[src/rtl/muldiv_unit_pkg.sv]
// Shared RV32M definitions: multiply/divide operation encoding and instruction decode helpers.
package muldiv_unit_pkg;

    typedef enum logic [2:0] {
        MUL    = 3'd0,
        MULH   = 3'd1,
        MULHSU = 3'd2,
        MULHU  = 3'd3,
        DIV    = 3'd4,
        DIVU   = 3'd5,
        REM    = 3'd6,
        REMU   = 3'd7
    } type_MulDivOp;

    typedef logic [4:0] type_RegAddr;

    localparam logic [6:0] OPCODE_OP     = 7'b0110011;
    localparam logic [6:0] MULDIV_FUNCT7 = 7'b0000001;

    function automatic type_MulDivOp getMulDivOp(input logic [31:0] ins);
        return type_MulDivOp'(ins[14:12]);
    endfunction

    function automatic logic isMulDiv(input logic [31:0] ins);
        return (ins[6:0] == OPCODE_OP) && (ins[31:25] == MULDIV_FUNCT7);
    endfunction

endpackage

[src/rtl/muldiv_unit.sv]
// Iterative radix-2 multiply/divide unit: shift-add multiply and restoring divide over
// magnitudes, with sign fix-up and a registered result behind valid/ready handshakes.
module muldiv_unit
    import muldiv_unit_pkg::*;
#(
    parameter int XLEN = 32
) (
    input  logic            clk,
    input  logic            rst_n,
    input  logic            in_valid,
    output logic            in_ready,
    input  type_MulDivOp    in_op,
    input  logic [XLEN-1:0] in_rs1,
    input  logic [XLEN-1:0] in_rs2,
    input  type_RegAddr     in_rd,
    input  logic            flush,
    output logic            out_valid,
    input  logic            out_ready,
    output logic [XLEN-1:0] out_result,
    output type_RegAddr     out_rd
);

    localparam int CW = $clog2(XLEN);
    localparam logic [XLEN-1:0] MIN_INT = {1'b1, {(XLEN-1){1'b0}}};

    typedef enum logic [1:0] {IDLE, CALC, FIXUP, DONE} state_t;

    state_t            state, state_next;
    type_MulDivOp      op_q;
    type_RegAddr       rd_q;
    logic [CW-1:0]     cnt;
    logic [2*XLEN-1:0] acc;
    logic [XLEN-1:0]   opb;
    logic              neg_q;

    // Accept-time decode
    logic            accept, in_is_div, sign_a, sign_b, div_zero, div_ovf, neg_in;
    logic [XLEN-1:0] mag_a, mag_b;

    always_comb begin
        in_is_div = in_op inside {DIV, DIVU, REM, REMU};
        sign_a    = (in_op inside {MULH, MULHSU, DIV, REM}) && in_rs1[XLEN-1];
        sign_b    = (in_op inside {MULH, DIV, REM}) && in_rs2[XLEN-1];
        mag_a     = sign_a ? -in_rs1 : in_rs1;
        mag_b     = sign_b ? -in_rs2 : in_rs2;
        div_zero  = in_is_div && (in_rs2 == '0);
        div_ovf   = (in_op inside {DIV, REM}) && (in_rs1 == MIN_INT) && (in_rs2 == '1);
        neg_in    = (in_op == REM) ? sign_a : (sign_a ^ sign_b);
        accept    = in_valid && (state == IDLE) && !flush;
    end

    // One shared XLEN+1-bit adder: adds the multiplicand or subtracts the divisor.
    logic              op_is_div, carry;
    logic [XLEN:0]     add_a, add_b;
    logic [XLEN+1:0]   sum;
    logic [XLEN-1:0]   rem_new;
    logic [2*XLEN-1:0] acc_step, product;
    logic [XLEN-1:0]   fix_result;

    always_comb begin
        op_is_div = op_q inside {DIV, DIVU, REM, REMU};
        if (op_is_div) begin
            add_a = {acc[2*XLEN-1:XLEN], acc[XLEN-1]};
            add_b = ~{1'b0, opb};
        end else begin
            add_a = {1'b0, acc[2*XLEN-1:XLEN]};
            add_b = {1'b0, opb};
        end
        sum     = {1'b0, add_a} + {1'b0, add_b} + {{(XLEN+1){1'b0}}, op_is_div};
        carry   = sum[XLEN+1];
        rem_new = carry ? sum[XLEN-1:0] : add_a[XLEN-1:0];

        if (op_is_div)
            acc_step = {rem_new, acc[XLEN-2:0], carry};
        else if (acc[0])
            acc_step = {sum[XLEN:0], acc[XLEN-1:1]};
        else
            acc_step = {1'b0, acc[2*XLEN-1:XLEN], acc[XLEN-1:1]};

        product = neg_q ? -acc : acc;
        case (op_q)
            MUL:               fix_result = acc[XLEN-1:0];
            MULH, MULHSU,
            MULHU:             fix_result = product[2*XLEN-1:XLEN];
            DIV, DIVU:         fix_result = neg_q ? -acc[XLEN-1:0] : acc[XLEN-1:0];
            default:           fix_result = neg_q ? -acc[2*XLEN-1:XLEN] : acc[2*XLEN-1:XLEN];
        endcase
    end

    // NOTE: every comb output gets a default before the case so no latch is inferred.
    always_comb begin
        state_next = state;
        case (state)
            IDLE:    if (in_valid) state_next = (div_zero || div_ovf) ? FIXUP : CALC;
            CALC:    if (cnt == '0) state_next = FIXUP;
            FIXUP:   state_next = DONE;
            DONE:    if (out_ready) state_next = IDLE;
            default: state_next = IDLE;
        endcase
        if (flush) state_next = IDLE;
    end

    // NOTE: sequential state uses non-blocking assignments so all registers update together.
    always_ff @(posedge clk) begin
        if (!rst_n) state <= IDLE;
        else        state <= state_next;
    end

    always_ff @(posedge clk) begin
        if (!rst_n) begin
            op_q       <= MUL;
            rd_q       <= '0;
            cnt        <= '0;
            acc        <= '0;
            opb        <= '0;
            neg_q      <= 1'b0;
            out_result <= '0;
            out_rd     <= '0;
        end else begin
            if (accept) begin
                op_q  <= in_op;
                rd_q  <= in_rd;
                cnt   <= CW'(XLEN-1);
                opb   <= in_is_div ? mag_b : mag_a;
                neg_q <= neg_in;
                // Special divides preload the final {remainder, quotient} and skip CALC.
                if (div_zero) begin
                    acc   <= {in_rs1, {XLEN{1'b1}}};
                    neg_q <= 1'b0;
                end else if (div_ovf) begin
                    acc   <= {{XLEN{1'b0}}, in_rs1};
                    neg_q <= 1'b0;
                end else begin
                    acc <= {{XLEN{1'b0}}, in_is_div ? mag_a : mag_b};
                end
            end else if (state == CALC) begin
                acc <= acc_step;
                cnt <= cnt - CW'(1);
            end
            if (state == FIXUP && !flush) begin
                out_result <= fix_result;
                out_rd     <= rd_q;
            end
        end
    end

    assign in_ready  = (state == IDLE);
    assign out_valid = (state == DONE);

endmodule

[config.mk]
export PLATFORM = sky130hd
export DESIGN_NAME = muldiv_unit
export DESIGN_NICKNAME = d
export VERILOG_FILES = /design/src/rtl/muldiv_unit_pkg.sv /design/src/rtl/muldiv_unit.sv
export SDC_FILE = /design/constraint.sdc
export NUM_CORES = 1
export LEC_CHECK = 0
export BUFFER_PORTS_ARGS = -buffer_cell sky130_fd_sc_hd__buf_2
export CAP_MARGIN = 10
export CORE_MARGIN = 4
export CORE_UTILIZATION = 35
export DETAILED_ROUTE_END_ITERATION = 8
export PLACE_DENSITY = 0.51
export SYNTH_ARGS = -nofsm -noshare
export SYNTH_HDL_FRONTEND = slang
export SYNTH_SLANG_ARGS = --single-unit
[constraint.sdc]
create_clock -name clk -period 9 [get_ports clk]
set_clock_uncertainty 0.15 [all_clocks]
set_input_delay 1.8 -clock clk [delete_from_list [all_inputs] [get_ports clk]]
set_output_delay 1.8 -clock clk [all_outputs]
set_load 0.03 [all_outputs]
==> results by group, run 1 <==
Timing
  • RSZ-0062 raised after global routing: false
  • Period utilisation layout: 58.8%
  • Setup TNS: 0 ns
  • Final setup fails: 0
  • Final hold vios: 0
  • Max Slew Vio Count: 0
  • Slew HR: 22.1%
  • FMAX: approximately 190 MHz
  • Least-Margin Pin Slew: 1.14 ns
  • Min Tclk post-route: 5.29 ns

CTS
  • CTS tree: built
  • Clock Pin Slew Worst Setup and Hold Paths: 0.07 ns
  • Clock sink count: approximately 150
  • Max Root-Sink Buffers: 2
  • Setup repair bufs after CTS: 0
  • CTS Hold Bufs: 0
  • Clk_lat worst skew: 0.47 ns
  • Total CTS buffers: 17
  • CTS H-tree depth: 4
  • Post-CTS Resized: 0
  • Root buffer cell: clkbuf_16

Yosys
  • Yosys top cell area share: 20.4%
  • Synthesized Nets: 2211
  • Distinct cells, synth: 88
  • Syn_area_per_cell: 7.01 um^2
  • Number of flops mapped to enable cells by yosys: 0
  • Top-count cell post-synth: nand2_1
  • Post-synth ARST share: 0%
  • Seq/Total Area, Yosys: roughly a fifth
  • #FFs+latches synth: roughly 150
  • Syn Inst Count: approximately 2100
  • Ys Warns: 0
  • Synth cell count leaders: nand2_1 (264), a21oi_1 (217), o21ai_0 (198)
  • Main area contributors after synthesis: dfxtp_1 (20%), a21oi_1 (7.4%), nand2_1 (6.8%), o21ai_0 (6.8%), xnor2_1 (5.9%)
  • Largest area contributor in the netlist: dfxtp_1
  • Mapped Area: around 15000 um^2
  • Top FF cell, synth: dfxtp_1

Floorplanning
  • Io pins: roughly 120
  • Initial Util: 35.7%
  • Core area: 41100 um^2
  • Row Count: 74
  • Die Wd: roughly 210 um
  • Die Area: about 45000 um^2
  • Chip Height: ~210 um

Global route
  • First-pass GRT wire length: around 100 mm
  • Pin count of the biggest net entering global routing: 94
  • Vias in the first global route: approximately 15000
  • Total congestion overflow: 0
  • Initial antenna violation count: 1
  • GRT Total Usage: between 20% and 30%

Route
  • Vias per Instance: between 6 and 7
  • DRT Pass-1 Iters: 6
  • DRC viols: 0
  • Initial drt markers: 1970
  • Post-route ant nets: 0
  • Detailed-route wire length per cell: 25.0 um
  • Routed wire length: ~65 mm
  • Via count: roughly 16000

Worst setup path
  • R2R setup slack: about 3.7 ns
  • Reg2reg end: acc[59]$_SDFFE_PN0P_
  • Startpoint Class: flip-flop
  • Kind of critical path: flip-flop to flip-flop
  • CP Data Arrival Time: 5.48 ns
  • CP endpoint kind: flip-flop
  • Reg2reg start: op_q[2]$_SDFFE_PN0P_
  • CP required: slightly above 9 ns
  • Reg2reg path depth: 12
  • Max Fanout on Critical Path: 58

Hold path
  • Hold endpoint: out_result[2]$_SDFFE_PN0P_
  • Hold path start: out_result[2]$_SDFFE_PN0P_
  • WHS Path Cells: 2
  • Hold Crit Class: flip-flop to flip-flop

Final layout
  • Final nets: 2189
  • Ant. Diodes: 0
  • Share of cells above drive strength 1: between 10% and 20%
  • Syn-to-layout area delta: 9.14%

Outcome
  • Outcome: finished, final reports clean

Pwr
  • Leak Pwr: between 6 and 7 nW
  • PnR Total Power: between 2 and 2.5 mW
  • P per Cell Area: ~140 nW/um^2
  • Peak VDD IR: about 0.12 mV

Place
  • Routability cong.: about 0.95
  • HPWL Detailed: approximately 50 mm
  • Port buffer count: 115

Flow run
  • Max Cap Violations: 0
kinds of logic (layout without fill, tap and decap cells):
group           count (synthesis)  after routing  share of synthesized area, %
fa+ha+maj                      43             43                          3.72
mux                            72             72                          5.22
flops                         149            149                          20.4
simple gates                  661            661                          21.5
xor+xnor                      171            171                          10.2
buf+inv                       247            238                          6.53
compound gates                748            748                          32.5
layer usage:
metal / global-route usage, % / vias up / wire length [um]
li1: - / 7538 / -
met1: 40.2 / 7749 / 29100
met2: 42.2 / 825 / 28000
met3: 4.12 / 146 / 5110
met4: 12.8 / 0 / 3280
met5: 0 / - / 0
sequential cells by signal, indices dropped and copies added (netlist names):
name,count
out_result,32
acc,64
opb,32
out_rd,5
rd_q,5
op_q,3
state,2
cnt,5
neg_q,1
where the power goes:
part,switching (mW),total (mW),internal (mW)
Sequential,0.0942,0.792,0.698
Clock,0.346,0.741,0.396
Combinational,0.483,0.743,0.260
worst max-delay path by stage:
stage | from | end | cells after the start
floorplan | op_q[2]$_SDFFE_PN0P_ | acc[54]$_SDFFE_PN0P_ | 16
global placement | op_q[2]$_SDFFE_PN0P_ | acc[59]$_SDFFE_PN0P_ | 12
detailed placement | op_q[2]$_SDFFE_PN0P_ | acc[59]$_SDFFE_PN0P_ | 12
CTS | op_q[2]$_SDFFE_PN0P_ | acc[59]$_SDFFE_PN0P_ | 12
global route | op_q[2]$_SDFFE_PN0P_ | acc[59]$_SDFFE_PN0P_ | 12
finish | op_q[2]$_SDFFE_PN0P_ | acc[59]$_SDFFE_PN0P_ | 12
worst max-delay path, cell delays in order (launching register included):
cell      delay, ns
dfxtp_4        0.69
buf_4          0.70
mux2_2         0.41
ha_1           0.40
nand4_1        0.16
nor4_1         0.58
o31ai_1        0.25
a31oi_1        0.41
o21a_1         0.21
buf_4          0.41
mux2_2         0.39
a221oi_1       0.24
a21oi_1        0.11
stage by stage:
step | utilization [%] | hold slack [ns] | area [um^2] | worst slack (ns) | instances
floorplan | - | 0.291 | 14700 | 4.34 | 2091
global placement | 37.5 | 0.274 | 15400 | 3.81 | 2582
detailed placement | 37.5 | 0.283 | 15400 | 3.77 | 2582
CTS | 38.9 | 0.293 | 16000 | 3.74 | 2614
global route | 38.9 | 0.324 | 16000 | 3.49 | 2614
finish | 38.9 | 0.290 | 16000 | 3.71 | 2614
layout make-up:
cell class              count  area, um^2
clock buffers              18         439
clock inverters            14         141
fillers                  4459       25100
inverters                  62         233
multi-input cells        1695       10700
flip-flops and latches    149        2990
well taps                 532         666
repair buffers            144         796
cell usage in the layout (no fill, tap or decap), drive strengths merged, types with 40 or more instances in the layout:
cell type    n
buf        144
o21ai      204
xnor2       98
xor2        73
nand2      264
dfxtp      149
inv         66
nor2       157
nor3        40
a21oi      217
o31ai       40
ha          42
mux2i       45
No activity file was read; power rests on OpenSTA's default activity.
==> inputs of run 2 (changes only) <==
PLACE_DENSITY = 0.53   (was 0.51)
clock period = 4.6 ns   (was 9 ns; I/O delays follow)
==> run 2 against run 1 <==
  * Routed wire length fell by 2.4%
  * Global-route usage fell by 0.89 points
  * Final area rose by 2.5%
  * Sequential cell count did not move
  * Non-clock buffer count rose by 44
  * Register-to-register slack got worse by 3.3 ns
  * Hold slack got worse by 0.010 ns
  * Die area did not move
  * Maximum frequency rose by 25%
  * Setup slack got worse by 3.3 ns
==> results by group, run 2 (synthesis results as in run 1) <==
Route
  • Met1 WL: 28.5 mm (-2.1%)
  • DRT Pass-1 Iters: 8 (+2)
  • Initial drt markers: 1872 (-5.0%)
  • Detailed-route wire length per cell: 24.0 um (-4.1%)
  • Via count: 16400 (+0.92%)
  • Highest metal used: met5
  • DR WL met3: 5.56 mm (+8.9%)
  • DRC viols: 0 (unchanged)
  • Vias per Instance: 6.17 (-0.79%)
  • Post-route ant nets: 0 (unchanged)
  • Routed wire length: 63.9 mm (-2.4%)
  • Met2 wire len: 27.4 mm (-2.0%)

Timing
  • Final setup fails: 0 (unchanged)
  • Period utilisation layout: 91.8% (+33 points)
  • Max Slew Vio Count: 0 (unchanged)
  • Least-Margin Pin Slew: 1.23 ns (+0.0887 ns)
  • RSZ-0062 raised after global routing: false
  • Min Tclk post-route: 4.22 ns (-1.07 ns)
  • Slew HR: 17.4% (-4.7 points)
  • Final hold vios: 0 (unchanged)
  • Setup TNS: 0 ns (unchanged)
  • FMAX: 237 MHz (+25%)

CTS
  • CTS H-tree depth: 4 (unchanged)
  • Total CTS buffers: 17 (unchanged)
  • Post-CTS Resized: 0 (unchanged)
  • CTS tree: built
  • Clock Pin Slew Worst Setup and Hold Paths: 0.07 ns (about the same)
  • Clk_lat worst skew: 0.47 ns (about the same)
  • Root buffer cell: clkbuf_16
  • CTS Hold Bufs: 0 (unchanged)
  • Setup repair bufs after CTS: 0 (unchanged)
  • Max Root-Sink Buffers: 2 (unchanged)
  • Clock sink count: 149 (unchanged)

Floorplanning
  • Initial Util: 35.7% (unchanged)
  • Row Count: 74 (unchanged)
  • Core area: 41100 um^2 (unchanged)
  • Chip Height: 213 um (unchanged)
  • Io pins: 116 (unchanged)
  • Die Wd: 213 um (unchanged)
  • Die Area: 45200 um^2 (unchanged)

Final layout
  • Design area: 16400 um^2 (+2.5%)
  • Multi-input gate area: 10700 um^2 (about the same)
  • Commonest non-fill, non-tap cell in the layout: nand2_1
  • Share of cells above drive strength 1: 13.5% (+1.6 points)
  • Reg area: 2990 um^2 (unchanged)
  • Largest registers: acc x64, opb x32, out_result x32
  • Syn-to-layout area delta: 11.9%
  • Largest register FFs: 64 (unchanged)
  • Biggest register: acc
  • Fill cell count: 4410 (-1.1%)
  • Final nets: 2233 (+2.0%)
  • Commonest non-fill, non-tap cells in the layout: nand2_1 (264), a21oi_1 (217), o21ai_0 (198), nor2_1 (156), dfxtp_1 (147)

Global route
  • First-pass GRT wire length: 94.7 mm (-2.6%)
  • GRT Total Usage: 27.4% (-0.89 points)
  • Initial antenna violation count: 2 (+1)
  • Pin count of the biggest net entering global routing: 59 (-37%)
  • Total congestion overflow: 0 (unchanged)
  • Vias in the first global route: 15100 (+0.033%)

Worst setup path
  • Kind of critical path: flip-flop to flip-flop
  • Max Fanout on Critical Path: 31 (-47%)
  • CP Data Arrival Time: 4.42 ns (-1.06 ns)
  • Reg2reg end: acc[41]$_SDFFE_PN0P_
  • R2R setup slack: 0.38 ns (-3.33 ns)
  • CP endpoint kind: flip-flop
  • Reg2reg start: op_q[2]$_SDFFE_PN0P_
  • Startpoint Class: flip-flop
  • CP required: 4.80 ns (-4.39 ns)
  • Reg2reg path depth: 12 (unchanged)

Hold path
  • Hold path start: out_result[2]$_SDFFE_PN0P_
  • WHS Path Cells: 2 (unchanged)
  • Hold endpoint: out_result[2]$_SDFFE_PN0P_
  • Hold Crit Class: flip-flop to flip-flop

Place
  • Routability cong.: 0.968 (+2.1%)
  • Port buffer count: 115 (unchanged)
  • Placed instance area: 15800 um^2 (+2.3%)
  • HPWL Detailed: 49.5 mm (-0.68%)

Pwr
  • PnR Total Power: 4.61 mW (+100%)
  • P per Cell Area: 281 nW/um^2 (+97%)
  • Peak VDD IR: 0.188 mV (+63%)
  • Leak Pwr: 6.54 nW (+3.8%)

Flow run
  • Max Cap Violations: 0 (unchanged)

Outcome
  • Outcome: finished, final reports clean
## run 2: cell count changes in the layout (fill, tap and decap cells not counted), moves of 3 or more
cell / change
clkinvlp_4: +3
buf_4: +42
inv_6: -3
clkinv_4: -3
## run 2: metrics by stage
stage	cells	worst slack, ns	hold slack, ns	util, %
2_1_floorplan	2091	0.0664	0.291	-
3_3_place_gp	2626	0.438	0.274	38.4
4_1_cts	2658	0.419	0.284	39.9
3_5_place_dp	2626	0.416	0.275	38.4
5_1_grt	2658	0.127	0.304	39.9
6_report	2659	0.378	0.280	39.9
## run 2: worst max-delay path by stage
stage                                     from                   end  slack, ns
final                     op_q[2]$_SDFFE_PN0P_  acc[41]$_SDFFE_PN0P_       0.38
after floorplan           op_q[2]$_SDFFE_PN0P_  acc[54]$_SDFFE_PN0P_       0.07
after CTS                 op_q[2]$_SDFFE_PN0P_  acc[62]$_SDFFE_PN0P_       0.42
after detailed placement  op_q[2]$_SDFFE_PN0P_  acc[62]$_SDFFE_PN0P_       0.42
after global placement    op_q[2]$_SDFFE_PN0P_  acc[62]$_SDFFE_PN0P_       0.44
after global routing      op_q[2]$_SDFFE_PN0P_  acc[39]$_SDFFE_PN0P_       0.13
## run 2: routing by layer
| layer | up-vias | global-route usage, % |
|---|---|---|
| met2 | 842 | 41.3 |
| met1 | 7803 | 39.4 |
| met4 | 2 | 9.97 |
| met3 | 131 | 4.41 |
| met5 | - | 0 |
| li1 | 7630 | - |
## run 2: layout make-up
type                    instances  share of cell area (%)
multi-input cells            1695                    65.4
flip-flops and latches        149                    18.2
repair buffers                188                    7.02
well taps                     532                    4.06
clock buffers                  22                    2.96
inverters                      62                    1.42
clock inverters                10                   0.877
diodes                          1                  0.0153
## run 2: report_power, final
group / switching (mW) / internal (mW) / total (mW)
logic: 1.02 / 0.542 / 1.56
clock network: 0.628 / 0.917 / 1.54
registers: 0.134 / 1.37 / 1.50
total: 1.78 / 2.83 / 4.61
## run 2: critical path, cell delays in order (launching register included)
cell      delay (ns)
dfxtp_4         0.60
buf_4           0.35
xor2_1          0.11
ha_1            0.40
nand4_1         0.16
nor4_1          0.46
o31ai_1         0.25
a31oi_1         0.37
o21a_1          0.34
buf_4           0.32
mux2i_1         0.23
a211oi_1        0.10
a221o_1         0.27
==> inputs of run 3 (changes only) <==
PLACE_DENSITY = 0.51   (was 0.53)
clock period = 5.47 ns   (was 4.6 ns; I/O delays follow)
==> run 3 against run 2 <==
  * Power is 19% lower
  * Non-clock buffer count is 37 lower
  * Largest cell class unchanged
  * Via count is 2.1% lower
  * Routed wire length is 0.66% higher
  * Largest power group is now registers
  * Critical endpoint is now acc[62]$_SDFFE_PN0P_
  * Sequential share of layout area is 0.39 points higher
  * First-iteration DRC count is 7.1% lower
  * Die area stayed put
==> results by group, run 3 (synthesis results as in run 1) <==
Pwr
  • P per Cell Area: 233 nW/um^2 (-17%)
  • Clock share of power: 32.1% (-1.4 points)
  • Leak Pwr: 6.33 nW (-3.2%)
  • Net Sw Power: 1.54 mW (-14%)
  • Logic pwr share: 33.1% (-0.8 points)
  • Internal Power: 2.20 mW (-22%)
  • Sw Share: 41.1% (+2.5 points)
  • Register share of total power: 34.8% (+2.2 points)
  • Peak VDD IR: 0.169 mV (-10%)

Final layout
  • Commonest non-fill, non-tap cells in the layout: nand2_1 (264), a21oi_1 (217), o21ai_0 (198), nor2_1 (155), dfxtp_1 (147)
  • Largest registers: acc x64, opb x32, out_result x32
  • Commonest non-fill, non-tap cell in the layout: nand2_1
  • Biggest register: acc
  • Syn-to-layout area delta: 9.54%
  • Final nets: 2196 (-1.7%)
  • Share of cells above drive strength 1: 12.2% (-1.4 points)
  • Ant. Diodes: 0 (-1)
  • Largest register FFs: 64 (unchanged)
  • Fill cell count: 4437 (+0.61%)

Timing
  • Period utilisation layout: 84.7% (-7.1 points)
  • Final hold vios: 0 (unchanged)
  • Least-Margin Pin Slew: 1.33 ns (+0.106 ns)
  • RSZ-0062 raised after global routing: false
  • Setup TNS: 0 ns (unchanged)
  • Slew HR: 8.76% (-8.6 points)
  • FMAX: 216 MHz (-8.8%)
  • Max Slew Vio Count: 0 (unchanged)
  • Final worst slack: 0.840 ns (+0.461 ns)
  • Min Tclk post-route: 4.63 ns (+0.409 ns)
  • Final setup fails: 0 (unchanged)

CTS
  • Root buffer cell: clkbuf_16
  • Clock sink count: 149 (unchanged)
  • CTS tree: built
  • CTS H-tree depth: 4 (unchanged)
  • Total CTS buffers: 17 (unchanged)
  • Clk_lat worst skew: 0.46 ns (about the same)
  • Clock Pin Slew Worst Setup and Hold Paths: 0.08 ns (about the same)
  • Setup repair bufs after CTS: 0 (unchanged)
  • CTS Hold Bufs: 0 (unchanged)
  • Max Root-Sink Buffers: 2 (unchanged)
  • Post-CTS Resized: 0 (unchanged)

Floorplanning
  • Die Wd: 213 um (unchanged)
  • Io pins: 116 (unchanged)
  • Die Area: 45200 um^2 (unchanged)
  • Initial Util: 35.7% (unchanged)
  • Chip Height: 213 um (unchanged)
  • Row Count: 74 (unchanged)
  • Core area: 41100 um^2 (unchanged)

Place
  • Pre-CTS setup slack: 0.944 ns (+0.528 ns)
  • Port buffer count: 115 (unchanged)
  • Routability cong.: 0.962 (-0.68%)
  • HPWL Detailed: 49.1 mm (-0.74%)

Worst setup path
  • Worst setup path endpoint: acc[62]$_SDFFE_PN0P_
  • CP endpoint kind: flip-flop
  • Startpoint Class: flip-flop
  • CP Data Arrival Time: 4.85 ns (+0.43 ns)
  • Max Fanout on Critical Path: 55 (+77%)
  • Reg2reg end: acc[62]$_SDFFE_PN0P_
  • R2R setup slack: 0.84 ns (+0.46 ns)
  • Setup crit start: op_q[2]$_SDFFE_PN0P_
  • CP required: 5.69 ns (+0.89 ns)
  • Kind of critical path: flip-flop to flip-flop
  • Reg2reg start: op_q[2]$_SDFFE_PN0P_
  • Reg2reg path depth: 12 (unchanged)

Global route
  • Total congestion overflow: 0 (unchanged)
  • Pin count of the biggest net entering global routing: 77 (+31%)
  • First-pass GRT wire length: 95.4 mm (+0.77%)
  • Vias in the first global route: 14700 (-2.7%)
  • GRT Total Usage: 27.7% (+0.36 points)
  • Initial antenna violation count: 1 (-1)

Route
  • DRT Pass-1 Iters: 7 (-1)
  • DRC viols: 0 (unchanged)
  • Routed wire length: 64.3 mm (+0.66%)
  • Via count: 16100 (-2.1%)
  • Post-route ant nets: 0 (unchanged)
  • Vias per Instance: 6.13 (-0.65%)
  • Detailed-route wire length per cell: 24.5 um (+2.1%)
  • Initial drt markers: 1740 (-7.1%)

Flow run
  • Max Cap Violations: 0 (unchanged)

Outcome
  • Outcome: finished, final reports clean

Hold path
  • Hold Crit Class: flip-flop to flip-flop
## run 3: cell count changes in the layout (fill, tap and decap cells not counted), sizes merged
cell and delta:
buf -37, bufinv -3, clkbuf -4, clkinv +3
clkinvlp -2, diode -1, inv +6
## run 3: metal layers
layer  vias up  track usage, %  wire, um
li1       7558               -         -
met1      7635            39.9     28800
met2       758            41.3     27500
met3       118            4.09      5020
met4         0            11.9      3000
met5         -               0         0
## run 3: worst max-delay path: stages (launching register included)
cell,delay [ns]
dfxtp_4,0.69
buf_12,0.36
mux2_2,0.38
ha_1,0.40
a21oi_1,0.21
o21ai_0,0.19
a211oi_1,0.34
o21ai_0,0.17
o21a_1,0.19
buf_4,0.20
nor2_1,0.70
a221oi_1,0.22
a211oi_1,0.28
## run 3: worst min path at each step
stage | cells past startpoint | to | slack [ns] | start
after floorplan | 2 | out_rd[0]$_SDFFE_PN0P_ | 0.29 | rd_q[0]$_SDFFE_PN0P_
after CTS | 2 | out_result[7]$_SDFFE_PN0P_ | 0.29 | out_result[7]$_SDFFE_PN0P_
after global routing | 2 | out_result[7]$_SDFFE_PN0P_ | 0.31 | out_result[7]$_SDFFE_PN0P_
final | 2 | out_result[7]$_SDFFE_PN0P_ | 0.28 | out_result[7]$_SDFFE_PN0P_
after global placement | 2 | out_result[7]$_SDFFE_PN0P_ | 0.27 | out_result[7]$_SDFFE_PN0P_
after detailed placement | 2 | out_result[7]$_SDFFE_PN0P_ | 0.28 | out_result[7]$_SDFFE_PN0P_
## run 3: power by group through the flow
stage               Sequential, mW  Clock, mW  Combinational, mW
finish                        1.30       1.20               1.24
global route                  1.30       1.25               1.34
CTS                           1.29       1.21               1.22
detailed placement            1.32          0               1.21
global placement              1.31          0               1.21
floorplan                     1.21          0              0.872
## run 3: cell type report
cell class	instances	area [um^2]	share of cell area, %
Sequential cell	149	2990	18.6
Inverter	62	233	1.45
Multi-Input combinational cell	1695	10700	66.8
Tap cell	532	666	4.15
Clock inverter	14	113	0.701
Clock buffer	18	450	2.81
Timing Repair Buffer	151	873	5.44
## run 3: per-stage QoR
step                      utilization, %  hold WS, ns  cells  power (mW)  cell area [um^2]
after floorplan                        -        0.291   2091        2.09             14700
after CTS                           39.1        0.287   2621        3.72             16100
final                               39.1        0.284   2621        3.73             16100
after detailed placement            37.7        0.277   2589        2.53             15500
after global routing                39.1        0.311   2621        3.90             16100
after global placement              37.7        0.275   2589        2.52             15500
